===== src/rtl/sdram_port_arbiter_if.sv =====
// rtl/sdram_port_arbiter_if.sv - requester, grant and controller signals of the SDRAM port arbiter
interface sdram_port_arbiter_if #(
  parameter int ADDR_WIDTH = 22
);
  logic                  sdram_ready;
  logic                  sdram_busy;
  logic                  req0;
  logic                  wr0;
  logic [ADDR_WIDTH-1:0] addr0;
  logic                  req1;
  logic                  wr1;
  logic [ADDR_WIDTH-1:0] addr1;
  logic                  gnt0;
  logic                  gnt1;
  logic                  preempt;
  logic                  abort;
  logic                  sdram_write_enable;
  logic                  sdram_read_enable;
  logic [ADDR_WIDTH-1:0] app_address;

  // Arbiter side.
  modport slave (
    input  sdram_ready, sdram_busy,
    input  req0, wr0, addr0, req1, wr1, addr1,
    output gnt0, gnt1, preempt, abort,
    output sdram_write_enable, sdram_read_enable, app_address
  );

  // Requester / environment side.
  modport master (
    output sdram_ready, sdram_busy,
    output req0, wr0, addr0, req1, wr1, addr1,
    input  gnt0, gnt1, preempt, abort,
    input  sdram_write_enable, sdram_read_enable, app_address
  );
endinterface


===== src/rtl/sdram_port_arbiter.sv =====
// rtl/sdram_port_arbiter.sv - two-port round-robin owner arbiter for the SDRAM controller command interface
module sdram_port_arbiter #(
  parameter int ADDR_WIDTH       = 22,
  parameter int MAX_GRANT_CYCLES = 1024,
  parameter int CNT_WIDTH        = 10
) (
  input  logic                clk,
  input  logic                rst,
  sdram_port_arbiter_if.slave bus
);

  localparam logic [1:0] ST_IDLE  = 2'd0;
  localparam logic [1:0] ST_GRANT = 2'd1;
  localparam logic [1:0] ST_DRAIN = 2'd2;

  localparam logic [CNT_WIDTH-1:0] CNT_MAX = CNT_WIDTH'(MAX_GRANT_CYCLES - 1);
  localparam logic [CNT_WIDTH-1:0] CNT_ONE = CNT_WIDTH'(1);

  logic [1:0]           state;
  logic                 owner;
  logic                 last_owner;
  logic [CNT_WIDTH-1:0] cnt;

  logic                 winner;
  logic                 winner_wr;
  logic                 owner_req;
  logic                 other_req;
  logic [CNT_WIDTH-1:0] cnt_next;

  // On a tie the port that did not own the controller last time wins.
  always_comb begin
    winner    = (bus.req0 && bus.req1) ? ~last_owner : bus.req1;
    winner_wr = winner ? bus.wr1 : bus.wr0;
    owner_req = owner ? bus.req1 : bus.req0;
    other_req = owner ? bus.req0 : bus.req1;
    cnt_next  = (cnt == CNT_MAX) ? cnt : cnt + CNT_ONE;
  end

  always_ff @(posedge clk) begin
    if (rst) begin
      state                  <= ST_IDLE;
      owner                  <= 1'b0;
      last_owner             <= 1'b1;
      cnt                    <= '0;
      bus.gnt0               <= 1'b0;
      bus.gnt1               <= 1'b0;
      bus.preempt            <= 1'b0;
      bus.abort              <= 1'b0;
      bus.sdram_write_enable <= 1'b0;
      bus.sdram_read_enable  <= 1'b0;
      bus.app_address        <= '0;
    end else begin
      bus.abort <= 1'b0;
      case (state)
        ST_IDLE: begin
          if (bus.sdram_ready && (bus.req0 || bus.req1)) begin
            owner                  <= winner;
            bus.gnt0               <= ~winner;
            bus.gnt1               <= winner;
            bus.app_address        <= winner ? bus.addr1 : bus.addr0;
            bus.sdram_write_enable <= winner_wr;
            bus.sdram_read_enable  <= ~winner_wr;
            bus.preempt            <= 1'b0;
            cnt                    <= '0;
            state                  <= ST_GRANT;
          end
        end

        ST_GRANT: begin
          if (!bus.sdram_ready) begin
            // Controller lost: kill the session without crediting the owner.
            bus.gnt0               <= 1'b0;
            bus.gnt1               <= 1'b0;
            bus.sdram_write_enable <= 1'b0;
            bus.sdram_read_enable  <= 1'b0;
            bus.preempt            <= 1'b0;
            bus.abort              <= 1'b1;
            state                  <= ST_IDLE;
          end else if (!owner_req) begin
            bus.gnt0               <= 1'b0;
            bus.gnt1               <= 1'b0;
            bus.sdram_write_enable <= 1'b0;
            bus.sdram_read_enable  <= 1'b0;
            bus.preempt            <= 1'b0;
            last_owner             <= owner;
            state                  <= ST_DRAIN;
          end else begin
            // preempt is sticky and visible in the cycle the quantum expires.
            cnt <= cnt_next;
            if (cnt_next == CNT_MAX && other_req) begin
              bus.preempt <= 1'b1;
            end
          end
        end

        ST_DRAIN: begin
          if (!bus.sdram_busy) begin
            state <= ST_IDLE;
          end
        end

        default: begin
          state <= ST_IDLE;
        end
      endcase
    end
  end

endmodule


===== src/flat_wrapper.sv =====
// flat-port wrapper written by rule: the top's interface ports become plain ports
module sdram_port_arbiter_flat 
#(
  parameter int ADDR_WIDTH       = 22,
  parameter int MAX_GRANT_CYCLES = 1024,
  parameter int CNT_WIDTH        = 10
)
  (clk, rst, bus_sdram_ready, bus_sdram_busy, bus_req0, bus_wr0, bus_addr0, bus_req1, bus_wr1, bus_addr1, bus_gnt0, bus_gnt1, bus_preempt, bus_abort, bus_sdram_write_enable, bus_sdram_read_enable, bus_app_address);
  sdram_port_arbiter_if #(.ADDR_WIDTH(ADDR_WIDTH)) bus_i ();
  input  logic clk;
  input  logic rst;
  input wire logic [$bits(bus_i.sdram_ready)-1:0] bus_sdram_ready;
  input wire logic [$bits(bus_i.sdram_busy)-1:0] bus_sdram_busy;
  input wire logic [$bits(bus_i.req0)-1:0] bus_req0;
  input wire logic [$bits(bus_i.wr0)-1:0] bus_wr0;
  input wire logic [$bits(bus_i.addr0)-1:0] bus_addr0;
  input wire logic [$bits(bus_i.req1)-1:0] bus_req1;
  input wire logic [$bits(bus_i.wr1)-1:0] bus_wr1;
  input wire logic [$bits(bus_i.addr1)-1:0] bus_addr1;
  output wire logic [$bits(bus_i.gnt0)-1:0] bus_gnt0;
  output wire logic [$bits(bus_i.gnt1)-1:0] bus_gnt1;
  output wire logic [$bits(bus_i.preempt)-1:0] bus_preempt;
  output wire logic [$bits(bus_i.abort)-1:0] bus_abort;
  output wire logic [$bits(bus_i.sdram_write_enable)-1:0] bus_sdram_write_enable;
  output wire logic [$bits(bus_i.sdram_read_enable)-1:0] bus_sdram_read_enable;
  output wire logic [$bits(bus_i.app_address)-1:0] bus_app_address;
  assign bus_i.sdram_ready = bus_sdram_ready;
  assign bus_i.sdram_busy = bus_sdram_busy;
  assign bus_i.req0 = bus_req0;
  assign bus_i.wr0 = bus_wr0;
  assign bus_i.addr0 = bus_addr0;
  assign bus_i.req1 = bus_req1;
  assign bus_i.wr1 = bus_wr1;
  assign bus_i.addr1 = bus_addr1;
  assign bus_gnt0 = bus_i.gnt0;
  assign bus_gnt1 = bus_i.gnt1;
  assign bus_preempt = bus_i.preempt;
  assign bus_abort = bus_i.abort;
  assign bus_sdram_write_enable = bus_i.sdram_write_enable;
  assign bus_sdram_read_enable = bus_i.sdram_read_enable;
  assign bus_app_address = bus_i.app_address;
  sdram_port_arbiter #(.ADDR_WIDTH(ADDR_WIDTH), .MAX_GRANT_CYCLES(MAX_GRANT_CYCLES), .CNT_WIDTH(CNT_WIDTH)) u_core (.clk(clk), .rst(rst), .bus(bus_i));
endmodule

===== config.mk =====
export PLATFORM = sky130hd
export DESIGN_NAME = sdram_port_arbiter_flat
export DESIGN_NICKNAME = d
export VERILOG_FILES = /design/src/rtl/sdram_port_arbiter_if.sv /design/src/rtl/sdram_port_arbiter.sv /design/src/flat_wrapper.sv
export SDC_FILE = /design/constraint.sdc
export NUM_CORES = 1
export LEC_CHECK = 0
export ABC_AREA = 0
export CAP_MARGIN = 20
export CORE_UTILIZATION = 53
export CTS_CLUSTER_DIAMETER = 60
export DETAILED_ROUTE_END_ITERATION = 6
export DONT_BUFFER_PORTS = 1
export PLACE_DENSITY = 0.74
export SLEW_MARGIN = 25
export SYNTH_ARGS = -nofsm -noshare
export SYNTH_HDL_FRONTEND = slang
export SYNTH_SLANG_ARGS = --single-unit

===== constraint.sdc =====
create_clock -name clk -period 2.8 [get_ports clk]
set_input_delay 0.14 -clock clk [delete_from_list [all_inputs] [get_ports clk]]
set_output_delay 0.14 -clock clk [all_outputs]
set_load 0.02 [all_outputs]

==> results of run 1 <==
[kinds of logic (layout without fill, tap and decap cells)]
kind of cell             Yosys count  count (layout)
AO/OA/AOI/OAI                     55              55
XOR/XNOR                           2               2
adder cells (fa/ha/maj)            1               1
buffers and inverters             21              18
flip-flops                        42              42
multiplexers                      28              28
AND/OR/NAND/NOR                   87              87
[report_power, final]
| part | switching, mW | internal, mW |
|---|---|---|
| registers | 0.0674 | 0.635 |
| clock network | 0.200 | 0.171 |
| logic | 0.0812 | 0.0662 |
[layout by cell type, fill, tap and decap left out, types with 2 or more instances in the layout]
master	Yosys	final
dfxtp_1	42	42
nor2_1	39	39
mux2i_1	28	28
a211oi_1	22	22
nand2_1	12	12
a21oi_1	12	12
o21ai_0	11	11
nand3_1	7	7
inv_1	6	6
nor3_1	6	6
nor4_1	5	5
clkbuf_8	0	5
nand4_1	4	4
buf_4	0	3
nor2b_1	2	2
or3_1	2	2
a22oi_1	2	2
nand2b_1	2	2
[final cells by class]
cell class                 instances  area share
clock buffer                       6      0.0334
tap                               48      0.0276
clock inverter                     1     0.00345
timing repair buffer               5      0.0242
multi-input combinational        173       0.515
sequential                        42       0.386
inverter                           6      0.0104
[path summary, 6_finish.rpt]
path	start	endpoint	slack, ps	cells past startpoint
setup / recovery	u_core.cnt[0]	u_core.bus.preempt	900	6
hold / removal	bus_sdram_busy	u_core.state[1]	9	2
setup reg to reg	u_core.cnt[0]	u_core.bus.preempt	900	6
hold reg to reg	u_core.owner	u_core.owner	520	2
[per-layer routing]
layer / GRT usage / vias up / part of all wire
met2: 0.305 / 81 / 0.44
met5: 0 / - / 0
met1: 0.275 / 736 / 0.46
met4: 0.0852 / 0 / 0.015
li1: - / 845 / -
met3: 0.0607 / 7 / 0.077
[state kept, by name, indices dropped and copies added, names as in the netlist]
| name | cells |
|---|---|
| u_core.owner | 1 |
| u_core.bus.sdram_read_enable | 1 |
| u_core.cnt | 10 |
| u_core.bus.gnt0 | 1 |
| u_core.state | 2 |
| u_core.bus.abort | 1 |
| u_core.bus.app_address | 22 |
| u_core.bus.preempt | 1 |
| u_core.bus.gnt1 | 1 |
| u_core.bus.sdram_write_enable | 1 |
| u_core.last_owner | 1 |
[worst reg2reg max path, delay by kind of cell, from the launching register on]
kind / cells / cell delay (ps)
DFF: 1 / 430
AOI/OAI and AO/OA: 2 / 260
adders and majority gates: 1 / 260
and+or+nand+nor: 3 / 850
[through the flow]
step | total power [mW] | utilization | setup slack [ps] | area [um2] | std cells
after floorplan | 0.832 | - | 1150 | 2030 | 236
after global placement | 0.849 | 0.564 | 1010 | 2070 | 272
after detailed placement | 0.852 | 0.564 | 951 | 2070 | 272
after CTS | 1.23 | 0.594 | 938 | 2180 | 281
after global routing | 1.28 | 0.594 | 738 | 2180 | 281
final | 1.22 | 0.594 | 899 | 2180 | 281
==> summary.md, run 1 <==
| Metric | Value |
|---|---|
| Total grt overflow | 0 |
| Post_cts resized | 0 |
| Req. time, crit path | approximately 3000 ps |
| Clk root buf | clkbuf_8 |
| Post-synth EDFFs | 0 |
| Worst Path Buf+Inv | 0 |
| Endpoints failing hold | 0 |
| Largest net degree at the start of global routing | 42 |
| Setup crit end kind | flip-flop |
| Sequential fraction of the synthesis area | 0.414 |
| Ports | 80 |
| Routed wire length | 4100 um |
| Crit path largest cell delay | around 470 ps |
| VDD IR max | 0.000347 V |
| XOR/XNOR Fraction of Synth Area | 0.00862 |
| Clock Path Buffers | 2 |
| Compound-Gate Fraction of Synth Area | 0.177 |
| Total global-route track usage | 0.205 |
| Via density | roughly 6 |
| DIE WIDTH | about 64 um |
| CTS tree | yes |
| Port Buffers | 0 |
| Layout Skew | around 2.6 ps |
| Remaining DRCs | 0 |
| Ant diodes | 0 |
| Most common flop cell mapped by yosys | dfxtp_1 |
| Hold crit path type | in -> reg |
| # rows | 22 |
| LEAKAGE | about 0.76 nW |
| Mapped Cells | 236 |
| CP Max Fanout | 9 |
| Die Height | 63.9 um |
| Synth top area share | 0.414 |
| Mux share of post-synthesis cell area | 0.138 |
| Post-synth top cells | dfxtp_1 (42), nor2_1 (39), mux2i_1 (28), a211oi_1 (22) |
| P&R area growth vs syn | 7.02% |
| Synth Area per Inst | ~8.6 um2 |
| Maximum clock rate | 526 MHz |
| Mapped Area | 0.00203 mm2 |
| TritonRoute pass-1 iters | 4 |
| FF+latch area | between 800 and 900 um2 |
| Slew @ Worst Pin | 572 ps |
| Starting Density | 0.555 |
| DRT iter0 DRCs | between 60 and 70 |
| Core area | about 0.0037 mm2 |
| Outcome | complete, no violations |
| Top Family by Delay on Critical Path | simple AND/OR/NAND/NOR gates |
| Full die area | 0.00409 mm2 |
| Max-Cap Viols | 0 |
| # Post-CTS Setup Buffers | 0 |
| Area leader, netlist | dfxtp_1 |
| Main combinational cell family by area after synthesis | simple AND/OR/NAND/NOR gates |
| Post-layout min period | 1900 ps |
| RSZ-0062 raised after global routing | no |
| Worst skew pair latency | 290 ps |
| Hold_ws | 9.46 ps |
| Final ANT Viol Nets | 0 |
| Setup violators final | 0 |
| Worst path slowest cell | nor3_2 |
| Worst Path Arrival | 2090 ps |
| Synth area leaders | dfxtp_1 (41%), mux2i_1 (14%), a211oi_1 (8.1%) |
| Synth cell types | 37 |
| Gpl congestion | between 0.8 and 0.9 |
| Nets | 286 |
| Clock transition at path regs | 80 ps |
| Post-synthesis adder-cell area fraction | 0.00615 |
| YS warnings | 0 |
| Initial antenna violation count | 0 |
| Setup_tns | 0 ps |
| Cell Chain, Critical Path | ha_1, nand3_1, nor3_2, or3_1, a21oi_1, a32o_1 |
| Post-cts hold buffer count | 2 |
| Layout cells sized above 1 | 0.0601 |
| PD cells | 561 mW/mm2 |
| Startpoint types | flip-flop |
| CTS H-tree lvls | 2 |
| Max_slew headroom | 0.617 |
| Synth Area in Simple Gates | 0.216 |
| Post-DP HPWL | around 2700 um |
| Avg WL per Cell | 14.6 um |
| Post-synth ARST share | 0 |
| #FFs+latches synth | 42 |
| Top-count cell post-synth | dfxtp_1 |
| FILL cells | around 330 |
| Vias in the first global route | about 1400 |
| Total number of vias | 1669 |
| Final Cycle Share | 0.679 |
| WS Path Type | reg -> reg |
| First-pass GRT wire length | 6420 um |
| Syn_nets | 289 |
| Num CTS Buffers | 5 |
| Sink Count | 42 |
| Slew Viols, Final | 0 |
| Area of the multi-input gates | 0.00112 mm2 |
Power figures use the tool's default switching activity.
==> run 2, diff against run 1 <==
==> constraint.sdc (replaced) <==
create_clock -name clk -period 2 [get_ports clk]
set_input_delay 0.1 -clock clk [delete_from_list [all_inputs] [get_ports clk]]
set_output_delay 0.1 -clock clk [all_outputs]
set_load 0.02 [all_outputs]
==> run 2 against run 1 <==
Clock skew rose by 1.8 ps. Power is 44% higher. Hold slack improved by 26 ps. Via count rose by 3.1%. Clock power rose by 53%. Non-clock buffer count rose by 5. Largest cell class unchanged.
==> summary.md, run 2 (synthesis results as in run 1) <==
| Metric | Value |
|---|---|
| Outcome | complete, no violations |
| Clk root buf | clkbuf_8 |
| FILL cells | 326 (-2.1%) |
| Total Power | 1.76 mW (+44%) |
| Setup violators final | 0 (unchanged) |
| FF+latch area | 841 um2 (unchanged) |
| Ports | 80 (unchanged) |
| PD cells | 787 mW/mm2 (+40%) |
| Crit path largest cell delay | 430 ps (-40 ps) |
| Startpoint types | flip-flop |
| Layout cells sized above 1 | 0.0921 (+0.0320) |
| Setup crit end kind | flip-flop |
| VDD IR max | 0.000430 V (+24%) |
| Die Height | 63.9 um (unchanged) |
| Hold_ws | 35.2 ps (+25.7 ps) |
| Avg WL per Cell | 14.4 um (-1.1%) |
| TritonRoute pass-1 iters | 4 (unchanged) |
| Gpl congestion | 0.913 (+8.4%) |
| Area of the multi-input gates | 0.00113 mm2 (+0.67%) |
| Full die area | 0.00409 mm2 (unchanged) |
| LEAKAGE | 0.794 nW (+4.3%) |
| Top Family by Delay on Critical Path | simple AND/OR/NAND/NOR gates |
| Sink Count | 42 (unchanged) |
| Min-delay src | bus_addr0[1] |
| Num CTS Buffers | 5 (unchanged) |
| Number of flip-flops under the largest register name | 22 (unchanged) |
| DIE WIDTH | 63.9 um (unchanged) |
| CTS tree | yes |
| Req. time, crit path | 2190 ps (-800 ps) |
| Initial antenna violation count | 0 (unchanged) |
| Regs by FF count | u_core.bus.app_address (22), u_core.cnt (10), u_core.state (2) |
| Final Util | 0.611 (+0.0171) |
| Worst skew pair latency | 290 ps (about the same) |
| Final Cycle Share | 0.928 (+0.250) |
| Final WS setup | 143 ps (-756 ps) |
| Total grt overflow | 0 (unchanged) |
| Port Buffers | 0 (unchanged) |
| Endpoints failing hold | 0 (unchanged) |
| CP Max Fanout | 7 (-2) |
| CTS H-tree lvls | 2 (unchanged) |
| Post-layout min period | 1860 ps (-44.0 ps) |
| # rows | 22 (unchanged) |
| P&R area growth vs syn | 10.1% |
| Ant diodes | 0 (unchanged) |
| Worst Path Buf+Inv | 0 (unchanged) |
| Layout Skew | 4.38 ps (+1.82 ps) |
| Commonest non-fill, non-tap cell in the layout | dfxtp_1 |
| Nets | 291 (+1.7%) |
| Slew Viols, Final | 0 (unchanged) |
| DRT iter0 DRCs | 123 (+84%) |
| Max-Cap Viols | 0 (unchanged) |
| Routed wire length | 4140 um (+1.0%) |
| Core area | 0.00366 mm2 (unchanged) |
| Largest reg by FF count | u_core.bus.app_address |
| First-pass GRT wire length | 6980 um (+8.7%) |
| Commonest non-fill, non-tap cells in the layout | dfxtp_1 (42), nor2_1 (39), mux2i_1 (28) |
| Slew @ Worst Pin | 486 ps (-85.5 ps) |
| Total number of vias | 1721 (+3.1%) |
| Maximum clock rate | 539 MHz (+2.4%) |
| Worst Path Arrival | 2050 ps (-40 ps) |
| Largest net degree at the start of global routing | 42 (unchanged) |
| DP Worst Slack | 147 ps (-804 ps) |
| Setup_tns | 0 ps (unchanged) |
| Max_slew headroom | 0.675 (+0.0572) |
| Remaining DRCs | 0 (unchanged) |
| Cell Chain, Critical Path | ha_2, nand3_1, nor3_2, or3_1, a21oi_1, a32o_1 |
| Worst path slowest cell | dfxtp_1 |
| WS Path Type | reg -> reg |
| Via density | 6.00 (+0.96%) |
| Setup crit start | u_core.cnt[0] |
| Final ANT Viol Nets | 0 (unchanged) |
| Vias in the first global route | 1530 (+9.4%) |
| Starting Density | 0.555 (unchanged) |
| Clock Path Buffers | 2 (unchanged) |
| Post-DP HPWL | 2820 um (+3.7%) |
| Reg-to-Reg Start | u_core.cnt[0] |
| Hold crit path type | in -> reg |
| Clock transition at path regs | 80 ps (about the same) |
| Total global-route track usage | 0.221 (+0.0161) |
==> run 2: cell count changes in the layout (fill, tap and decap cells not counted) <==
| cell | change |
|---|---|
| dlygate4sd3_1 | +1 |
| nor3_1 | -1 |
| ha_2 | +1 |
| clkinv_2 | +1 |
| ha_1 | -1 |
| nor3_2 | +1 |
| buf_4 | +4 |
| clkbuf_1 | -1 |
| clkbuf_8 | +1 |
==> run 2: metal layers <==
layer	part of all wire	GRT usage	vias up
li1	-	-	864
met1	0.44	0.286	759
met2	0.44	0.324	94
met3	0.10	0.0839	4
met4	0.013	0.0994	0
met5	0	0	-
==> run 2: per-stage QoR <==
step	instances	area, um2
2_1_floorplan	236	2030
4_1_cts	287	2230
3_3_place_gp	276	2100
3_5_place_dp	276	2100
5_1_grt	287	2240
6_report	287	2240
==> run 2: where the power goes <==
part	leakage (nW)	switching (mW)	internal (mW)
Combinational	0.402	0.115	0.0966
Sequential	0.344	0.0948	0.888
Clock	0.0472	0.291	0.277
==> run 2: timing repair <==
item | in CTS | in global routing
endpoints found under the setup margin | 0 | 1
hold buffers | 3 | 0
gates resized for setup | 0 | 2
hold endpoints to repair | 41 | 0
buffers inserted | 0 | 0
==> run 2: cell type report <==
| cell class | count | share of cell area |
|---|---|---|
| inverters | 6 | 0.0101 |
| clock buffers | 6 | 0.0369 |
| multi-input cells | 173 | 0.504 |
| clock inverters | 2 | 0.00559 |
| well taps | 48 | 0.0268 |
| flip-flops and latches | 42 | 0.376 |
| repair buffers | 10 | 0.0414 |
==> run 2: path summary, 6_finish.rpt <==
path / end / slack (ps) / depth (start not counted)
max: u_core.bus.preempt / 140 / 6
min: u_core.bus.app_address[1] / 40 / 2
max reg2reg: u_core.bus.preempt / 140 / 6
min reg2reg: u_core.owner / 520 / 2
==> run 3, diff against run 2 <==
--- a/config.mk
+++ b/config.mk
@@ -12,6 +12,7 @@
 export DETAILED_ROUTE_END_ITERATION = 6
 export DONT_BUFFER_PORTS = 1
 export PLACE_DENSITY = 0.74
+export REMOVE_ABC_BUFFERS = 1
 export SLEW_MARGIN = 25
 export SYNTH_ARGS = -nofsm -noshare
 export SYNTH_HDL_FRONTEND = slang
==> run 3 against run 2 <==
Sequential share of layout area grew 0.17 points. Worst setup slack got worse by 27 ps. Global-route usage is 0.19 points higher. Core utilization shrank 0.27 points. Count of clock-buffer cells in the layout is the same. Power shrank 0.16%. Clock power down 1%. Non-clock buffer count decreased by 2. Final cell count is 0.70% lower. Cell area decreased by 0.45%. Critical endpoint unchanged.
==> summary.md, run 3 (synthesis results as in run 1) <==
| Metric | Value |
|---|---|
| Via density | 5.82 (-2.9%) |
| Final WS setup | 116 ps (-27.1 ps) |
| Slew Viols, Final | 0 (unchanged) |
| Worst Path Arrival | 2120 ps (+70 ps) |
| Die Height | 63.9 um (unchanged) |
| Regs by FF count | u_core.bus.app_address (22), u_core.cnt (10), u_core.state (2) |
| Slew @ Worst Pin | 523 ps (+36.6 ps) |
| Clock Path Buffers | 2 (unchanged) |
| First-pass GRT wire length | 7090 um (+1.5%) |
| Starting Density | 0.555 (unchanged) |
| TritonRoute pass-1 iters | 4 (unchanged) |
| Remaining DRCs | 0 (unchanged) |
| Clk root buf | clkbuf_8 |
| Number of flip-flops under the largest register name | 22 (unchanged) |
| Hold crit path type | in -> reg |
| Startpoint types | flip-flop |
| Ant diodes | 0 (unchanged) |
| Post-layout min period | 1880 ps (+27.1 ps) |
| Reg2Reg Depth | 6 (unchanged) |
| Setup violators final | 0 (unchanged) |
| LEAKAGE | 0.790 nW (-0.45%) |
| Setup slack, reg-to-reg | 120 ps (-30 ps) |
| Nets | 289 (-0.69%) |
| DR top layer | met4 |
| Ports | 80 (unchanged) |
| Num CTS Buffers | 5 (unchanged) |
| Post_cts resized | 0 (unchanged) |
| Maximum clock rate | 531 MHz (-1.4%) |
| Max-Cap Viols | 0 (unchanged) |
| Vias in the first global route | 1603 (+4.8%) |
| Req. time, crit path | 2240 ps (+50 ps) |
| RSZ-0062 raised after global routing | yes |
| Total grt overflow | 0 (unchanged) |
| Final ANT Viol Nets | 0 (unchanged) |
| Total global-route track usage | 0.223 (+0.00190) |
| Gpl congestion | 0.860 (-5.8%) |
| Max_slew headroom | 0.650 (-0.0245) |
| CP Max Fanout | 7 (unchanged) |
| Full die area | 0.00409 mm2 (unchanged) |
| DRT iter0 DRCs | 74 (-40%) |
| Layout cells sized above 1 | 0.0759 (-0.0161) |
| Layout Skew | 3.02 ps (-1.36 ps) |
| Post-DP HPWL | 2850 um (+1.2%) |
| CTS tree | yes |
| Metal2 WL | 1860 um (+1.9%) |
| Hold path cells | 2 (unchanged) |
| Final Util | 0.609 (-0.00273) |
| Commonest non-fill, non-tap cell in the layout | dfxtp_1 |
| PD cells | 790 mW/mm2 (+0.29%) |
| Clock transition at path regs | 80 ps (about the same) |
| Total number of vias | 1659 (-3.6%) |
| Sink Count | 42 (unchanged) |
| Commonest non-fill, non-tap cells in the layout | dfxtp_1 (42), nor2_1 (39), mux2i_1 (28) |
| WL met3 | 313 um (-26%) |
| Port Buffers | 0 (unchanged) |
| Largest reg by FF count | u_core.bus.app_address |
| Routed wire length | 4130 um (-0.27%) |
| # rows | 22 (unchanged) |
| CTS H-tree lvls | 2 (unchanged) |
| VDD IR max | 0.000611 V (+42%) |
| Hold_ws | 29.6 ps (-5.62 ps) |
| Worst skew pair latency | 300 ps (about the same) |
| Largest net degree at the start of global routing | 52 (+24%) |
| Setup crit end kind | flip-flop |
| P&R area growth vs syn | 9.60% |
| Endpoints failing hold | 0 (unchanged) |
| Avg WL per Cell | 14.5 um (+0.43%) |
| Initial antenna violation count | 0 (unchanged) |
| Final Cycle Share | 0.942 (+0.0135) |
| Outcome | complete, no violations |
| DP Worst Slack | 148 ps (+1.41 ps) |
| Met1 wire length | 1860 um (+1.4%) |
| DIE WIDTH | 63.9 um (unchanged) |
| Core area | 0.00366 mm2 (unchanged) |
| WS Path Type | reg -> reg |
## run 3: power breakdown
part | leakage [nW] | internal [mW] | switching, mW | total, mW
clock network | 0.0472 | 0.277 | 0.285 | 0.562
logic | 0.399 | 0.0987 | 0.116 | 0.214
registers | 0.344 | 0.888 | 0.0946 | 0.983
total | 0.790 | 1.26 | 0.495 | 1.76
## run 3: what timing repair did
action | CTS | global route
endpoints found under the setup margin | 0 | 2
endpoints found under the hold margin | 41 | 0
setup buffers | 0 | 0
hold buffers | 3 | 0
## run 3: worst max-delay path, stage by stage, from the launching register on
cell and delay, ps:
dfxtp_1 430, ha_1 260, nand3_1 190, nor3_1 330, o21ai_0 140, nor4b_1 310, a32o_1 170
## run 3: worst paths after layout
kind	from	endpoint
setup / recovery	u_core.cnt[0]	u_core.bus.preempt
hold / removal	bus_addr0[19]	u_core.bus.app_address[19]
setup reg to reg	u_core.cnt[0]	u_core.bus.preempt
hold reg to reg	u_core.owner	u_core.owner
## run 3: layer usage
metal,vias up,global-route usage
met5,-,0
met4,0,0.119
met3,10,0.0625
met2,62,0.362
met1,730,0.266
li1,857,-
## run 3: area by class of cell
type | count | area, um2
tap | 48 | 60.1
clock buffer | 6 | 82.6
sequential | 42 | 841
inverter | 6 | 22.5
multi-input combinational | 173 | 1120
clock inverter | 2 | 12.5
timing repair buffer | 8 | 90.1
fill | 320 | 1430
## run 3: through the flow
stage               setup TNS (ps)  power, mW  cells  area, um2
global route                  -119       1.85    285       2230
finish                           0       1.76    285       2230
CTS                              0       1.77    285       2230
detailed placement               0       1.20    274       2090
global placement                 0       1.19    274       2090
floorplan                   -41830       1.16    221       1970
